==> src/rtl/agc_monitor_ctrl.sv <==
// agc_monitor_ctrl: sequences host run/halt/step/load commands
// against AGC timepulses MT01..MT12 and drives the monitor inputs.
module agc_monitor_ctrl #(
  parameter int SYNC_STAGES   = 2,
  parameter int STRT_CYCLES   = 8,
  parameter int TIMEOUT_CYC   = 4095,
  parameter int LOAD_TP_START = 7,
  parameter int LOAD_TP_END   = 10
) (
  input  logic        SIM_CLK,
  input  logic        SIM_RST,
  input  logic        cmd_valid,
  output logic        cmd_ready,
  input  logic [1:0]  cmd_op,
  input  logic [15:0] cmd_data,
  input  logic [11:0] mt,
  input  logic        MGOJAM,
  output logic        MSTP,
  output logic        MSTRTP,
  output logic        MONWBK,
  output logic [15:0] mdt,
  output logic        halted,
  output logic        done,
  output logic        err
);

  typedef enum logic [2:0] {
    S_IDLE,
    S_HALT_WAIT,
    S_STEP_PULSE,
    S_STEP_WAIT,
    S_LOAD_ARM,
    S_LOAD_DRIVE
  } state_t;

  localparam logic [1:0]  OP_RUN  = 2'd0;
  localparam logic [1:0]  OP_HALT = 2'd1;
  localparam logic [1:0]  OP_STEP = 2'd2;
  localparam logic [1:0]  OP_LOAD = 2'd3;
  localparam logic [11:0] L_TO    = 12'(TIMEOUT_CYC - 1);
  localparam logic [11:0] L_STRT  = 12'(STRT_CYCLES - 1);

  state_t                       r_state;
  logic [SYNC_STAGES-1:0][12:0] r_sync;
  logic [12:0]                  r_prev;
  logic [11:0]                  r_cnt;
  logic [15:0]                  r_data;
  logic                         r_mstp;
  logic                         r_mstrtp;
  logic                         r_monwbk;
  logic [15:0]                  r_mdt;
  logic                         r_done;
  logic                         r_err;

  logic [12:0] w_edge;
  logic        w_gj;
  logic        w_wait;
  logic        w_hit;
  logic        w_abort;
  logic        w_unused;

  // bit 12 carries MGOJAM; bits 11..0 carry MT12..MT01
  assign w_edge   = r_sync[SYNC_STAGES-1] & ~r_prev;
  assign w_gj     = w_edge[12];
  assign w_unused = ^w_edge;

  assign w_wait = (r_state == S_HALT_WAIT)
               || (r_state == S_STEP_WAIT)
               || (r_state == S_LOAD_ARM)
               || (r_state == S_LOAD_DRIVE);

  // the MT edge each wait state is looking for
  always_comb begin
    w_hit = 1'b0;
    unique case (r_state)
      S_HALT_WAIT,
      S_STEP_WAIT:  w_hit = w_edge[11];
      S_LOAD_ARM:   w_hit = w_edge[LOAD_TP_START-1];
      S_LOAD_DRIVE: w_hit = w_edge[LOAD_TP_END-1];
      default:      w_hit = 1'b0;
    endcase
  end

  // GOJAM beats MT edges; an MT edge beats the timeout
  assign w_abort = (r_state != S_IDLE)
                && (w_gj || (w_wait && !w_hit
                             && r_cnt == L_TO));

  // synchronize MT and MGOJAM, keep previous for edge detect
  always_ff @(posedge SIM_CLK) begin
    if (SIM_RST) begin
      r_sync <= '0;
      r_prev <= '0;
    end else begin
      r_sync[0] <= {MGOJAM, mt};
      for (int i = 1; i < SYNC_STAGES; i++)
        r_sync[i] <= r_sync[i-1];
      r_prev <= r_sync[SYNC_STAGES-1];
    end
  end

  // command sequencer with registered monitor outputs
  always_ff @(posedge SIM_CLK) begin
    if (SIM_RST) begin
      r_state  <= S_IDLE;
      r_cnt    <= '0;
      r_data   <= '0;
      r_mstp   <= 1'b0;
      r_mstrtp <= 1'b0;
      r_monwbk <= 1'b0;
      r_mdt    <= '0;
      r_done   <= 1'b0;
      r_err    <= 1'b0;
    end else begin
      r_done <= 1'b0;
      r_err  <= 1'b0;
      if (r_state == S_IDLE) begin
        if (cmd_valid) begin
          unique case (cmd_op)
            OP_RUN: begin
              r_mstp <= 1'b0;
              r_done <= 1'b1;
            end
            OP_HALT: begin
              r_mstp <= 1'b1;
              if (r_mstp) begin
                r_done <= 1'b1;
              end else begin
                r_state <= S_HALT_WAIT;
                r_cnt   <= '0;
              end
            end
            OP_STEP: begin
              if (!r_mstp) begin
                r_done <= 1'b1;
                r_err  <= 1'b1;
              end else begin
                r_state  <= S_STEP_PULSE;
                r_mstrtp <= 1'b1;
                r_cnt    <= '0;
              end
            end
            OP_LOAD: begin
              r_data  <= cmd_data;
              r_state <= S_LOAD_ARM;
              r_cnt   <= '0;
            end
          endcase
        end
      end else if (w_abort) begin
        r_mstrtp <= 1'b0;
        r_monwbk <= 1'b0;
        r_mdt    <= '0;
        r_done   <= 1'b1;
        r_err    <= 1'b1;
        r_state  <= S_IDLE;
      end else begin
        unique case (r_state)
          S_STEP_PULSE: begin
            if (r_cnt == L_STRT) begin
              r_mstrtp <= 1'b0;
              r_state  <= S_STEP_WAIT;
              r_cnt    <= '0;
            end else begin
              r_cnt <= r_cnt + 12'd1;
            end
          end
          S_HALT_WAIT,
          S_STEP_WAIT: begin
            if (w_hit) begin
              r_done  <= 1'b1;
              r_state <= S_IDLE;
            end else begin
              r_cnt <= r_cnt + 12'd1;
            end
          end
          S_LOAD_ARM: begin
            if (w_hit) begin
              r_mdt    <= r_data;
              r_monwbk <= 1'b1;
              r_state  <= S_LOAD_DRIVE;
              r_cnt    <= '0;
            end else begin
              r_cnt <= r_cnt + 12'd1;
            end
          end
          S_LOAD_DRIVE: begin
            if (w_hit) begin
              r_mdt    <= '0;
              r_monwbk <= 1'b0;
              r_done   <= 1'b1;
              r_state  <= S_IDLE;
            end else begin
              r_cnt <= r_cnt + 12'd1;
            end
          end
          default: r_state <= S_IDLE;
        endcase
      end
    end
  end

  assign cmd_ready = (r_state == S_IDLE);
  assign MSTP      = r_mstp;
  assign halted    = r_mstp;
  assign MSTRTP    = r_mstrtp;
  assign MONWBK    = r_monwbk;
  assign mdt       = r_mdt;
  assign done      = r_done;
  assign err       = r_err;

endmodule

==> config.mk <==
export PLATFORM = sky130hd
export DESIGN_NAME = agc_monitor_ctrl
export DESIGN_NICKNAME = d
export VERILOG_FILES = /design/src/rtl/agc_monitor_ctrl.sv
export SDC_FILE = /design/constraint.sdc
export NUM_CORES = 1
export LEC_CHECK = 0
export ABC_AREA = 1
export CAP_MARGIN = 20
export CORE_MARGIN = 8
export CORE_UTILIZATION = 51
export DETAILED_ROUTE_END_ITERATION = 12
export GPL_TIMING_DRIVEN = 1
export PLACE_DENSITY_LB_ADDON = 0.2
export SETUP_SLACK_MARGIN = 0.05
export SYNTH_ARGS = -nofsm -noshare
export SYNTH_HDL_FRONTEND = slang
export SYNTH_SLANG_ARGS = --single-unit
==> constraint.sdc <==
create_clock -name SIM_CLK -period 1.7 [get_ports SIM_CLK]
set_input_delay 0.34 -clock SIM_CLK [delete_from_list [all_inputs] [get_ports SIM_CLK]]
set_output_delay 0.34 -clock SIM_CLK [all_outputs]
set_load 0.02 [all_outputs]
# Word level (Yosys, flattened, before mapping)
# Index checks and enable logic that the tools add are counted.
[totals] mem_count=0 reg_bits=91 in_bits=34 out_inout_bits=23 mem_bits_rw=0 latchBits=0 rom_bits=0
[op_classes] add_sub_neg=1 n_lt_le_gt_ge=0 n_bitwise=3 n_eq_ne=23 n_reduce_logical=24 n_mul=0 n_shift=0 muxes=49 div=0
[op_table] cell="$mux 12" count=8
[op_table] cell="$pmux 12 s3" count=2
[op_table] cell="$mux 16" count=3
[op_table] cell="$pmux 16 s2" count=1
[op_table] cell="$mux 3" count=8
[op_table] cell="$mux 1" count=21
[op_table] cell="$pmux 3 s3" count=2
[op_table] cell="$ne 3x3->1 const B" count=5
[op_table] cell="$reduce_and 7->1" count=2
[op_table] cell="$and 13x13->13" count=1
[op_table] cell="$not 13->13" count=1
[op_table] cell="$add 12x1->12 const B" count=1
[op_table] cell="$eq 12x12->1 const B" count=1
[op_table] cell="$eq 12x3->1 const B" count=1
[op_table] cell="$reduce_bool 3->1" count=4
[op_table] cell="$ne 4x1->1 const B" count=2
[op_table] cell="$ne 4x4->1 const B" count=2
[op_table] cell="$eq 3x2->1 const B" count=2
[op_table] cell="$eq 3x3->1 const B" count=2
[op_table] cell="$pmux 1 s3" count=2
[op_table] cell="$reduce_and 3->1" count=2
[op_table] cell="$reduce_and 5->1" count=1
[op_table] cell="$eq 2x2->1 const B" count=2
[op_table] cell="$logic_or 1x1->1" count=4
[op_table] cell="other kinds (15)" count=20

# Logic depth before layout (Yosys ltp)
[logic_depth] depth_word=10 ltp_mapped=14 ltp_nobuf=14

# Worst setup path after synthesis
# OpenSTA, ideal clock, no wires.
[synth_path] kind="register to register" startpoint="register r_cnt[0]" endpoint="register r_mdt[10], in the netlist mdt[10]" required_ns=1.630 path_slack_ns=0.110 stages_incl_launch_ff=13 arrival_time_ns=1.520 period_less_slack_ns=1.590 path_cell_list="dfxtp_1 inv_1 ha_1 nand3_1 inv_1 nand3_1 nor2_2 nand2_4 nand2_8 o21ai_4 buf_4 nand2_1 a21oi_1"
[synth_between] elab_chain_len=6 elab_cells_between_ends=9
[synth_lines] element="from (decl)" line="46" text="logic [11:0] r_cnt;"
[synth_lines] element="from (signal assigned)" line="165" text="r_cnt <= r_cnt + 12'd1;"
[synth_lines] element="from (signal assigned)" line="174" text="r_cnt <= r_cnt + 12'd1;"
[synth_lines] element="from (signal assigned)" line="184" text="r_cnt <= r_cnt + 12'd1;"
[synth_lines] element="$eq 12x12->1 (*)" line="87" text="&& r_cnt == L_TO));"
[synth_lines] element="$logic_and 1x1->1 (*)" line="87"
[synth_lines] element="$logic_or 1x1->1 (*)" line="86" text="&& (w_gj || (w_wait && !w_hit"
[synth_lines] element="$logic_and 1x1->1 (*)" line="86"
[synth_lines] element="$ne 3x3->1 (no line) or $reduce_bool 3->1 (tied branches)"
[synth_lines] element="$reduce_and 4->1 (no line)"
[synth_lines] element="to (signal assigned)" line="179" text="r_mdt <= r_data;"
[synth_lines] element="to (decl)" line="51" text="logic [15:0] r_mdt;"
# Every way passes the cells marked *; elsewhere a longest branch is shown, timed or not.
# A chain may end at the register's enable or synchronous reset.

# Worst setup path in the final report
[layout_path] startpoint="register r_state[2]" endpoint="register r_cnt[1]"
[layout_between] elab_chain_len=10 elab_cells_between_ends=30
[layout_lines] element="from (decl)" line="43" text="state_t r_state;"
[layout_lines] element="from (signal assigned)" line="105" text="r_state <= S_IDLE;"
[layout_lines] element="from (signal assigned)" line="129" text="r_state <= S_HALT_WAIT;"
[layout_lines] element="from (signal assigned)" line="138" text="r_state <= S_STEP_PULSE;"
[layout_lines] element="$eq 3x1->1 or $eq 3x2->1 (tied branches)"
[layout_lines] element="$reduce_or 2->1 or $logic_or 1x1->1 (tied branches)" line="75, 158, 68"
[layout_lines] element="$pmux 1 s3 or $logic_or 1x1->1 (tied branches)" line="75, 69"
[layout_lines] element="$logic_not 1->1 or $logic_or 1x1->1 (tied branches)" line="86, 70"
[layout_lines] element="$logic_and 1x1->1" line="86"
[layout_lines] element="$logic_and 1x1->1" line="87"
[layout_lines] element="$logic_or 1x1->1" line="86"
[layout_lines] element="$logic_and 1x1->1" line="86"
[layout_lines] element="$ne 2x2->1 (no line)"
[layout_lines] element="$reduce_and 7->1 (no line)"
# Parallel ways exist; a longest one is shown, timed or not. The select of a mux whose other input is x is not followed.

==> impl_metrics.yaml <==
status:
  status: "finished with violations"
  violations: "negative setup slack"
worst_setup_path:
  cp-end-kind: "register"
  ff2ff_setup_slack_ns: -0.03
  arrival_ns: 1.96
  setup.worst_path.start_class: "register"
  startpoint: "r_state[2]$_SDFFE_PP0P_"
  rr_worst_depth: 12
  required_ns: 1.93
  r2r-start: "r_state[2]$_SDFFE_PP0P_"
  crit_fanout: 7
  crit_end: "r_cnt[1]$_SDFFE_PP0P_"
  r2r-end: "r_cnt[1]$_SDFFE_PP0P_"
  crit_type: "register to register"
detailed_routing:
  wl_um: 8338
  viasPerCell: 5.242
  first_iter_violations: 208
  detailedRoute.firstPassIterationCount: 5
  drc: 0
  ant_nets: 0
  wl_per_cell_um: 14.50
  vias: 3014
sta:
  slew_headroom_pct: 69.64
  grt_setup_unrepaired: "yes"
  min_period_ns: 1.727
  finClkSkew_ns: 0.005935
  setup_viol: 4
  setup_slack_ns: -0.02702
  period_share_pct: 101.6
  clock.fmax_mhz: 579.0
  tightest_slew_ns: 0.4519
  finalHoldViolCount: 0
  drv_slew: 0
clock_network:
  clock_sinks: 64
  ctsRootBufferMaster: "clkbuf_8"
  tritoncts: "yes"
  insertion_delay_ns: 0.34
  cts_buffer_depth: 2
  cts-buffers-inserted: 9
  holdBufCountCts: 0
  clkTransAtPathRegs_ns: 0.07
  h-tree-depth: 3
place:
  dp_hpwl_um: 5121
  place.gp.congestion: 0.9106
  place_inst: 553
  detailedPlace.worstSlack_ns: -0.2824
  portBuffers: 47
flow_run:
  drv_cap: 0
pwr:
  power.density_mw_per_mm2: 1267
  finalPower_w: 0.005287
  p_leak_nw: 1.890
  irDropWorstVdd_mv: 0.7136
cells_and_area:
  drive_gt1_share_pct: 22.66
  layout_common_cells: "nor2_1 (86), nand2_1 (68), dfxtp_1 (57)"
  nets: 535
  num_antenna_cells: 0
  fin_cells: 575
  fillers: 419
  area_growth_pct: 42.40
  final_common_cell: "nor2_1"
logic_synthesis:
  ys_warn_count: 0
  syn-mean-instance-area_um2: 7.095
  yosysSeqAreaShare_pct: 43.72
  ys_ff_latch: 64
  synth_area_mm2: 0.002930
  ys_types: 38
  synth_edf_count: 0
  synth_nets: 449
  synthArstFlopShare_pct: 0
  syn_inst: 413
  synth_ff_type: "dfxtp_1"
die:
  die-area_mm2: 0.008427
  die-width_um: 91.80
  coreArea_mm2: 0.005540
  start_util_pct: 52.89
  die_y_um: 91.80
  row_count: 27
  io_pins: 57
grt:
  grt_pass1_wl_um: 13270
  antenna_found_initial: 0
  grt_pass1_vias: 2990
  gr-total-overflow: 0
  track_usage_pct: 18.99
  grt_start_max_net_pins: 34
hold_path:
  hold_path_class: "register to register"
where the power goes:
| group | switching, W | internal (W) |
|---|---|---|
| registers | 0.000132 | 0.00167 |
| clock network | 0.000571 | 0.000790 |
| logic | 0.00121 | 0.000909 |
| total | 0.00192 | 0.00337 |
cell usage after synthesis, types with 6 or more instances:
cell / number / area [µm²]
dfxtp_1: 64 / 1281
nand3_1: 27 / 135.1
clkbuf_1: 9 / 33.78
a21oi_1: 28 / 140.1
o21ai_0: 23 / 115.1
inv_1: 42 / 157.7
nor3_1: 6 / 30.03
nand4_1: 6 / 37.54
nor2_1: 90 / 337.8
nand2_1: 73 / 274.0
sequential cells by signal, summed over array words and instances, names as in the netlist:
name,count
MONWBK,1
MSTP,1
MSTRTP,1
done,1
err,1
mdt,16
r_cnt,12
r_data,16
r_prev,4
r_state,3
r_sync,8
metrics by stage:
stage	TNS, ns	hold WS [ns]	utilization (%)	cell area [µm²]
after global placement	-5.954	0.3904	67.41	3735
after global routing	-2.323	0.4181	75.32	4173
after detailed placement	-7.329	0.3920	67.41	3735
after floorplan	0	0.3883	-	2930
final	-0.06995	0.4012	75.32	4173
after CTS	0	0.4015	72.65	4025
worst min-delay path by stage:
stage | to | start | cells after the start | slack, ns
after global routing | r_sync[22]$_SDFF_PP0_ | r_sync[9]$_SDFF_PP0_ | 2 | 0.42
after CTS | r_sync[24]$_SDFF_PP0_ | r_sync[11]$_SDFF_PP0_ | 2 | 0.40
after floorplan | r_sync[19]$_SDFF_PP0_ | r_sync[6]$_SDFF_PP0_ | 2 | 0.39
final | r_sync[24]$_SDFF_PP0_ | r_sync[11]$_SDFF_PP0_ | 2 | 0.40
after global placement | r_sync[24]$_SDFF_PP0_ | r_sync[11]$_SDFF_PP0_ | 2 | 0.39
after detailed placement | r_sync[24]$_SDFF_PP0_ | r_sync[11]$_SDFF_PP0_ | 2 | 0.39
worst max-delay path, cell delays in order, from the launching register on:
cell and delay [ns]:
dfxtp_4 0.39, inv_2 0.08, nand2_8 0.08, inv_6 0.04, nand2_1 0.06, nand2_1 0.07
nor2_2 0.13, nand2_1 0.11, nor2_4 0.20, nand2_8 0.11, buf_4 0.16, o21ai_1 0.12
nor2_1 0.05
kinds of logic after synthesis:
logic type	Yosys count	share of synthesized area, %
xor gates and xnor gates	2	0.5979
AOI/OAI and AO/OA	61	11.44
DFF	64	43.72
buffers and inverters	63	8.966
adders and majority gates	2	0.8538
and+or+nand+nor	221	34.42
cell type report:
cell class	instances	area [µm²]	share of cell area, %
clock buffers	13	168.9	4.048
clock inverters	2	37.54	0.8996
inverters	48	192.7	4.618
multi-input cells	286	1521	36.46
flip-flops and latches	64	1295	31.03
well taps	72	90.09	2.159
repair buffers	89	860.8	20.63
repair inverters	1	6.256	0.1499
timing repair:
| item | 4_1_cts | 5_1_grt |
|---|---|---|
| endpoints found under the setup margin | 56 | 48 |
| endpoints found under the hold margin | 0 | 0 |
| gates resized for setup | 34 | 34 |
| gates cloned | 1 | 0 |
| pin swaps | 8 | 7 |
| buffers inserted | 3 | 3 |
metal layers:
metal  routed length (µm)  global-route usage (%)  vias up
met5                    0                       0        -
met2                 4140                   31.75      127
li1                     -                       -     1479
met4                  280                   10.07        0
met3                  542                   4.890       24
met1                 3375                   21.83     1384
Note: power is estimated with default switching activity, not from simulation.
